## src/rtl/systolic_array_ctrl.sv

```systemverilog
// -----------------------------------------------------------------------------
// systolic_array_ctrl
//
// Sequencer for an N x N grid of systolic_pe tiles. A job runs through these phases:
//   1. Load N*Depth weight rows into the PE shift chains.
//   2. Stream num_vectors data vectors per depth slot.
//   3. Drain the skewed pipeline with 2N-1 zero bubbles.
//   4. Pulse done.
// The controller also tags which bottom-row outputs carry real results.
//
// Parameters
//   N            array dimension (rows = cols = N)
//   Depth        weight slots per PE (must match systolic_pe Depth)
//   VecCntWidth  width of num_vectors
//
// Ports
//   clk            rising-edge clock
//   res            asynchronous active-high reset
//   start          begin a job (sampled in IDLE only)
//   num_vectors    vectors per depth slot, captured on accepted start
//   w_valid/w_ready  weight-row handshake (LOAD phase)
//   d_valid/d_ready  data-vector handshake (COMPUTE phase)
//   arr_en_l_b     shift one weight row into every PE
//   arr_valid      advance the array compute pipeline
//   arr_increment  last vector of the current depth slot (row-0 PEs)
//   arr_zero       input mux selects zero data (drain bubbles)
//   out_valid      bottom-row partial sums are a real result
//   busy           high in every state except IDLE
//   done           one-cycle completion pulse
//   stall_cycles   (only with SYSTOLIC_CTRL_PERF_EN) handshake stall count
//
// Optional feature macro: SYSTOLIC_CTRL_PERF_EN adds the stall_cycles counter.
// -----------------------------------------------------------------------------
module systolic_array_ctrl #(
    parameter int N           = 4,
    parameter int Depth       = 1,
    parameter int VecCntWidth = 8
) (
    input  logic                   clk,
    input  logic                   res,
    input  logic                   start,
    input  logic [VecCntWidth-1:0] num_vectors,
    input  logic                   w_valid,
    output logic                   w_ready,
    input  logic                   d_valid,
    output logic                   d_ready,
    output logic                   arr_en_l_b,
    output logic                   arr_valid,
    output logic                   arr_increment,
    output logic                   arr_zero,
    output logic                   out_valid,
    output logic                   busy,
    output logic                   done
`ifdef SYSTOLIC_CTRL_PERF_EN
    ,
    output logic [31:0]            stall_cycles
`endif
);

    // Pipeline latency through the skewed array, in arr_valid cycles.
    localparam int LAT  = 2 * N - 1;
    localparam int ROWS = N * Depth;
    localparam int WCW  = $clog2(N * Depth + 1);
    localparam int SCW  = $clog2(Depth + 1);
    localparam int DCW  = $clog2(2 * N);

    typedef enum logic [2:0] {
        ST_IDLE,
        ST_LOAD,
        ST_COMPUTE,
        ST_DRAIN,
        ST_FIN
    } state_t;

    state_t                 state_reg;
    state_t                 state_next;
    logic [VecCntWidth-1:0] nv_q_reg;
    logic [WCW-1:0]         w_cnt_reg;
    logic [VecCntWidth-1:0] vec_cnt_reg;
    logic [SCW-1:0]         slot_cnt_reg;
    logic [DCW-1:0]         drain_cnt_reg;

    // Output flags registered from the next-state decode, so they are
    // glitch-free functions of the current state.
    logic w_ready_reg;
    logic d_ready_reg;
    logic arr_zero_reg;
    logic busy_reg;
    logic done_reg;

    logic start_accept;
    logic w_accept;
    logic d_accept;
    logic last_row;
    logic last_vec;
    logic last_slot;
    logic last_drain;

    logic [LAT-1:0] tag_reg;
    logic           tag_in;

    // -------------------------------------------------------------------------
    // Handshake decode and terminal-count detection
    // -------------------------------------------------------------------------
    always_comb begin
        start_accept = (state_reg == ST_IDLE) && start;
        // w_ready_reg / d_ready_reg are only high in LOAD / COMPUTE.
        w_accept     = w_ready_reg && w_valid;
        d_accept     = d_ready_reg && d_valid;
        last_row     = (w_cnt_reg == WCW'(ROWS - 1));
        // Only evaluated in COMPUTE, where nv_q_reg is known to be non-zero.
        last_vec     = (vec_cnt_reg == (nv_q_reg - VecCntWidth'(1)));
        last_slot    = (slot_cnt_reg == SCW'(Depth - 1));
        last_drain   = (drain_cnt_reg == DCW'(LAT - 1));
    end

    // -------------------------------------------------------------------------
    // Next-state logic
    // -------------------------------------------------------------------------
    always_comb begin
        state_next = state_reg;
        case (state_reg)
            ST_IDLE: begin
                if (start) begin
                    state_next = ST_LOAD;
                end
            end
            ST_LOAD: begin
                if (w_accept && last_row) begin
                    // An empty job skips the data phase entirely.
                    state_next = (nv_q_reg == '0) ? ST_DRAIN : ST_COMPUTE;
                end
            end
            ST_COMPUTE: begin
                if (d_accept && last_vec && last_slot) begin
                    state_next = ST_DRAIN;
                end
            end
            ST_DRAIN: begin
                if (last_drain) begin
                    state_next = ST_FIN;
                end
            end
            ST_FIN: begin
                state_next = ST_IDLE;
            end
            default: begin
                state_next = ST_IDLE;
            end
        endcase
    end

    // -------------------------------------------------------------------------
    // FSM: state, registered output flags and phase counters
    // -------------------------------------------------------------------------
    always_ff @(posedge clk or posedge res) begin
        if (res) begin
            state_reg     <= ST_IDLE;
            nv_q_reg      <= '0;
            w_cnt_reg     <= '0;
            vec_cnt_reg   <= '0;
            slot_cnt_reg  <= '0;
            drain_cnt_reg <= '0;
            w_ready_reg   <= 1'b0;
            d_ready_reg   <= 1'b0;
            arr_zero_reg  <= 1'b0;
            busy_reg      <= 1'b0;
            done_reg      <= 1'b0;
        end else begin
            state_reg    <= state_next;
            w_ready_reg  <= (state_next == ST_LOAD);
            d_ready_reg  <= (state_next == ST_COMPUTE);
            arr_zero_reg <= (state_next == ST_DRAIN);
            busy_reg     <= (state_next != ST_IDLE);
            done_reg     <= (state_next == ST_FIN);

            if (start_accept) begin
                nv_q_reg <= num_vectors;
            end

            // Weight rows: wraps to 0 on the terminal row so the next job
            // starts clean.
            if (w_accept) begin
                w_cnt_reg <= last_row ? '0 : (w_cnt_reg + WCW'(1));
            end

            // Vectors count within a slot; the slot advances on each slot's
            // last vector and both return to 0 after the final slot.
            if (d_accept) begin
                if (last_vec) begin
                    vec_cnt_reg  <= '0;
                    slot_cnt_reg <= last_slot ? '0 : (slot_cnt_reg + SCW'(1));
                end else begin
                    vec_cnt_reg <= vec_cnt_reg + VecCntWidth'(1);
                end
            end

            if (state_reg == ST_DRAIN) begin
                drain_cnt_reg <= last_drain ? '0 : (drain_cnt_reg + DCW'(1));
            end
        end
    end

    // -------------------------------------------------------------------------
    // Result tagging: one tag bit follows each pipeline slot through the
    // array. A tag only moves when the array itself advances, so a frozen
    // array (d_valid low) also freezes the tags.
    // -------------------------------------------------------------------------
    assign tag_in = d_accept;

    generate
        for (genvar gi = 0; gi < LAT; gi++) begin : g_tag
            if (gi == 0) begin : g_head
                always_ff @(posedge clk or posedge res) begin
                    if (res) begin
                        tag_reg[gi] <= 1'b0;
                    end else if (arr_valid) begin
                        tag_reg[gi] <= tag_in;
                    end
                end
            end else begin : g_body
                always_ff @(posedge clk or posedge res) begin
                    if (res) begin
                        tag_reg[gi] <= 1'b0;
                    end else if (arr_valid) begin
                        tag_reg[gi] <= tag_reg[gi-1];
                    end
                end
            end
        end
    endgenerate

    // -------------------------------------------------------------------------
    // Outputs
    // -------------------------------------------------------------------------
    assign w_ready       = w_ready_reg;
    assign d_ready       = d_ready_reg;
    // en_l_b follows w_valid in the same cycle so the buffer needs no extra
    // pipeline stage.
    assign arr_en_l_b    = w_accept;
    assign arr_valid     = d_accept || arr_zero_reg;
    assign arr_increment = d_accept && last_vec;
    assign arr_zero      = arr_zero_reg;
    assign out_valid     = tag_reg[LAT-1] && arr_valid;
    assign busy          = busy_reg;
    assign done          = done_reg;

`ifdef SYSTOLIC_CTRL_PERF_EN
    // -------------------------------------------------------------------------
    // Stall counter: cycles where the controller was ready but the buffer was
    // not. Cleared on each accepted start and saturating.
    // -------------------------------------------------------------------------
    logic [31:0] stall_cnt_reg;
    logic        stall_hit;

    assign stall_hit = (w_ready_reg && !w_valid) || (d_ready_reg && !d_valid);

    always_ff @(posedge clk or posedge res) begin
        if (res) begin
            stall_cnt_reg <= '0;
        end else if (start_accept) begin
            stall_cnt_reg <= '0;
        end else if (stall_hit && (stall_cnt_reg != 32'hFFFF_FFFF)) begin
            stall_cnt_reg <= stall_cnt_reg + 32'd1;
        end
    end

    assign stall_cycles = stall_cnt_reg;
`endif

endmodule
```

## config.mk

```make
export PLATFORM = sky130hd
export DESIGN_NAME = systolic_array_ctrl
export DESIGN_NICKNAME = d
export VERILOG_FILES = /design/src/rtl/systolic_array_ctrl.sv
export SDC_FILE = /design/constraint.sdc
export NUM_CORES = 1
export LEC_CHECK = 0
export ABC_AREA = 1
export CAP_MARGIN = 20
export CORE_ASPECT_RATIO = 1.25
export CORE_UTILIZATION = 50
export CTS_CLUSTER_SIZE = 40
export DETAILED_ROUTE_END_ITERATION = 6
export HOLD_SLACK_MARGIN = 0.02
export PLACE_DENSITY = 0.73
export SYNTH_ARGS = -nofsm -noshare
export SYNTH_HDL_FRONTEND = slang
export SYNTH_SLANG_ARGS = --single-unit
```

## constraint.sdc

```tcl
create_clock -name clk -period 1.7 [get_ports clk]
set_input_delay 0.34 -clock clk [delete_from_list [all_inputs] [get_ports clk]]
set_output_delay 0.34 -clock clk [all_outputs]
set_load 0.01 [all_outputs]
```

==> results.toml <==
[sta]
setup_ws_ns = -0.407
hold_ws_ns = 0.396
rsz0062_at_grt = "true"
finClkSkew_ns = 0.00486
setup_viol = 11
finalCritPeriodShare_pct = 124
hold_viol = 0
fmax_mhz = 475
period_minus_slack_ns = 2.11
relSlewSlack_pct = 72.1
finalMaxSlewViolations = 0
worst_pin_slew_ns = 0.415

[drt]
avgRoutedWirePerCell_um = 11.5
routed_wl_um = 3960
route.detailed.drc = 0
viasPerCell = 4.82
ant_nets = 0
drt_iter0_drc = 50
first_pass_iters = 4
dr_total_vias = 1653

[clock_network]
cts-htree-levels = 2
clk_latency_ns = 0.29
cts-root-buf = "clkbuf_8"
clkTransAtPathRegs_ns = 0.07
holdBufCountCts = 0
numCtsBuffers = 5
cts_sinks = 37
cts_buffer_depth = 2
tritoncts = "built"

[place]
globalplace.congestion = 0.859
hpwl_um = 2820
dpl.cell_count = 329
portBuffers = 21

[floorplanning]
ios = 22
rows = 24
dieHeight_um = 70.4
die_x_um = 56.7
dieArea_mm2 = 0.00399
initial_core_util_pct = 52.8
core_area_mm2 = 0.00354

[final_layout]
antennaDiodeCount = 0
final_cells = 343
drive_gt1_share_pct = 27.3
layout-area-overhead-vs-synth_pct = 40.8
final_nets = 319

[yosys]
yosys-top-cells-area = "dfrtp_1, nand2_1, inv_1, o21ai_0, nor2_1"
yosysTopAreaCell = "dfrtp_1"
synth_compound_area_share_pct = 8.70
yosys.area.top_type_share_pct = 49.5
synth-seq-area-share_pct = 49.5
syn_avg_cell_area_um2 = 7.92
synthMuxAreaShare_pct = 0
synth_top_family_by_area = "simple AND/OR/NAND/NOR gates"
netlist_area_mm2 = 0.00187
synth_warnings = 0
synth-simple-area-share_pct = 28.1
synthCells = 236
synth_fa_ha_area_share_pct = 2.01
yosysUniqueCellTypes = 26
synth-xor-area-share_pct = 2.81
synth-seq-cells = 37
syn_nets = 252

[global_route]
antenna_found_initial = 0
grt_max_degree = 38
grt_pass1_wl_um = 6530
grt_pass1_vias = 1583
grt-ovfl-total = 0
grt_usage_pct = 21.3

[setup_path]
cp.required_ns = 1.36
cpMaxStageDelayCell = "dfrtp_1"
slowest_delay_ns = 0.40
cp.buffers_inverters = 3
cp_cell_sequence = "inv_2, ha_4, xnor2_1, nor2_1, nand2_1, nor2_1, nand2_1, nor2_4, nand3_4, inv_2, buf_6"
critPathTopFamily = "simple AND/OR/NAND/NOR gates"
worst_setup_path_end_kind = "output port"
arrival_ns = 1.77
cp-start-kind = "flop"
cp_max_fo = 2
worstSetupPathType = "flop to output port"

[run]
drv_cap = 0

[min_path]
worstHoldPathType = "input port to async pin"

[outcome]
outcome = "finished, violations left"
failed_checks = "setup timing"

[pwr]
p_total_mw = 4.49
p_per_area_mw_per_mm2 = 1700
p_leak_nw = 1.37
vdd_drop_max_uv = 968
-- path summary, 6_finish.rpt --
| path | start | slack (ns) | endpoint | cells after the start |
|---|---|---|---|---|
| setup / recovery | nv_q_reg[1] | -0.41 | arr_increment | 11 |
| hold / removal | res | 0.40 | tag_reg[4] | 3 |
| setup reg to reg | nv_q_reg[1] | -0.34 | d_ready | 16 |
| hold reg to reg | tag_reg[5] | 0.48 | tag_reg[5] | 2 |
| max in group asynchronous | res | 1.11 | nv_q_reg[3] | 3 |
| min in group clk | tag_reg[5] | 0.48 | tag_reg[5] | 2 |
-- kinds of logic (layout without fill, tap and decap cells) --
kind of cell / Yosys count / after routing
fa+ha+maj: 3 / 3
xor+xnor: 6 / 6
compound gates: 29 / 29
buf+inv: 44 / 112
simple gates: 117 / 117
flops: 37 / 37
-- power breakdown --
group / internal (mW) / total [mW] / switching, mW
clock: 0.366 / 0.671 / 0.305
sequential: 1.24 / 1.51 / 0.265
combinational: 1.11 / 2.31 / 1.20
-- worst register-to-register path: cells and delay by family (launching register included) --
family                   cells  cell delay, ns
XOR/XNOR                     1            0.11
adder cells (fa/ha/maj)      1            0.20
buffers and inverters        6            0.54
flip-flops                   1            0.40
AND/OR/NAND/NOR              8            0.68
-- through the flow --
| step | setup slack, ns | instance area [um^2] | setup TNS (ns) | utilization [%] |
|---|---|---|---|---|
| 5_1_grt | -0.535 | 2630 | -4.29 | 74.3 |
| 6_report | -0.407 | 2630 | -2.56 | 74.3 |
| 2_1_floorplan | -0.0821 | 1890 | -0.0821 | - |
| 4_1_cts | -0.356 | 2550 | -0.356 | 72.0 |
| 3_5_place_dp | -0.510 | 2410 | -2.00 | 68.1 |
| 3_3_place_gp | -0.504 | 2410 | -1.87 | 68.1 |
-- cell usage in the layout, fill, tap and decap left out, types with 7 or more instances in the layout --
cell and n:
buf_4 35, clkbuf_8 7, clkdlybuf4s50_1 17, dfrtp_1 36, inv_1 36, inv_2 7
nand2_1 52, nand2_2 8, nand3_1 13, nor2_1 23, o21ai_0 18
-- routing by layer --
layer,vias up,track usage (%),part of all wire [%]
met5,-,0,0
li1,864,-,-
met3,5,4.44,3.6
met1,755,25.3,43
met4,0,8.89,1.2
met2,29,36.9,52
-- what timing repair did --
action | in CTS | in global routing
setup buffers | 3 | 5
pin swaps | 10 | 10
gates resized for setup | 15 | 19
setup endpoints to repair | 11 | 16
-- Yosys cell counts (all sizes together) --
master	instances
nand3b	2
nand4	3
a21oi	5
nor2	28
dfrtp	37
nand2	60
ha	3
o21a	2
inv	43
nand3	17
nor3b	1
o21ba	1
clkbuf	1
nor3	6
xnor2	4
o21ai	21
xor2	2
-- final cells by class --
cell class | count | area [um^2]
clock buffer | 7 | 96.3
clock inverter | 1 | 5.00
fill | 266 | 912
inverter | 43 | 161
multi-input combinational | 155 | 860
sequential | 37 | 927
tap | 39 | 48.8
timing repair buffer | 61 | 533
Power figures use the tool's default switching activity.
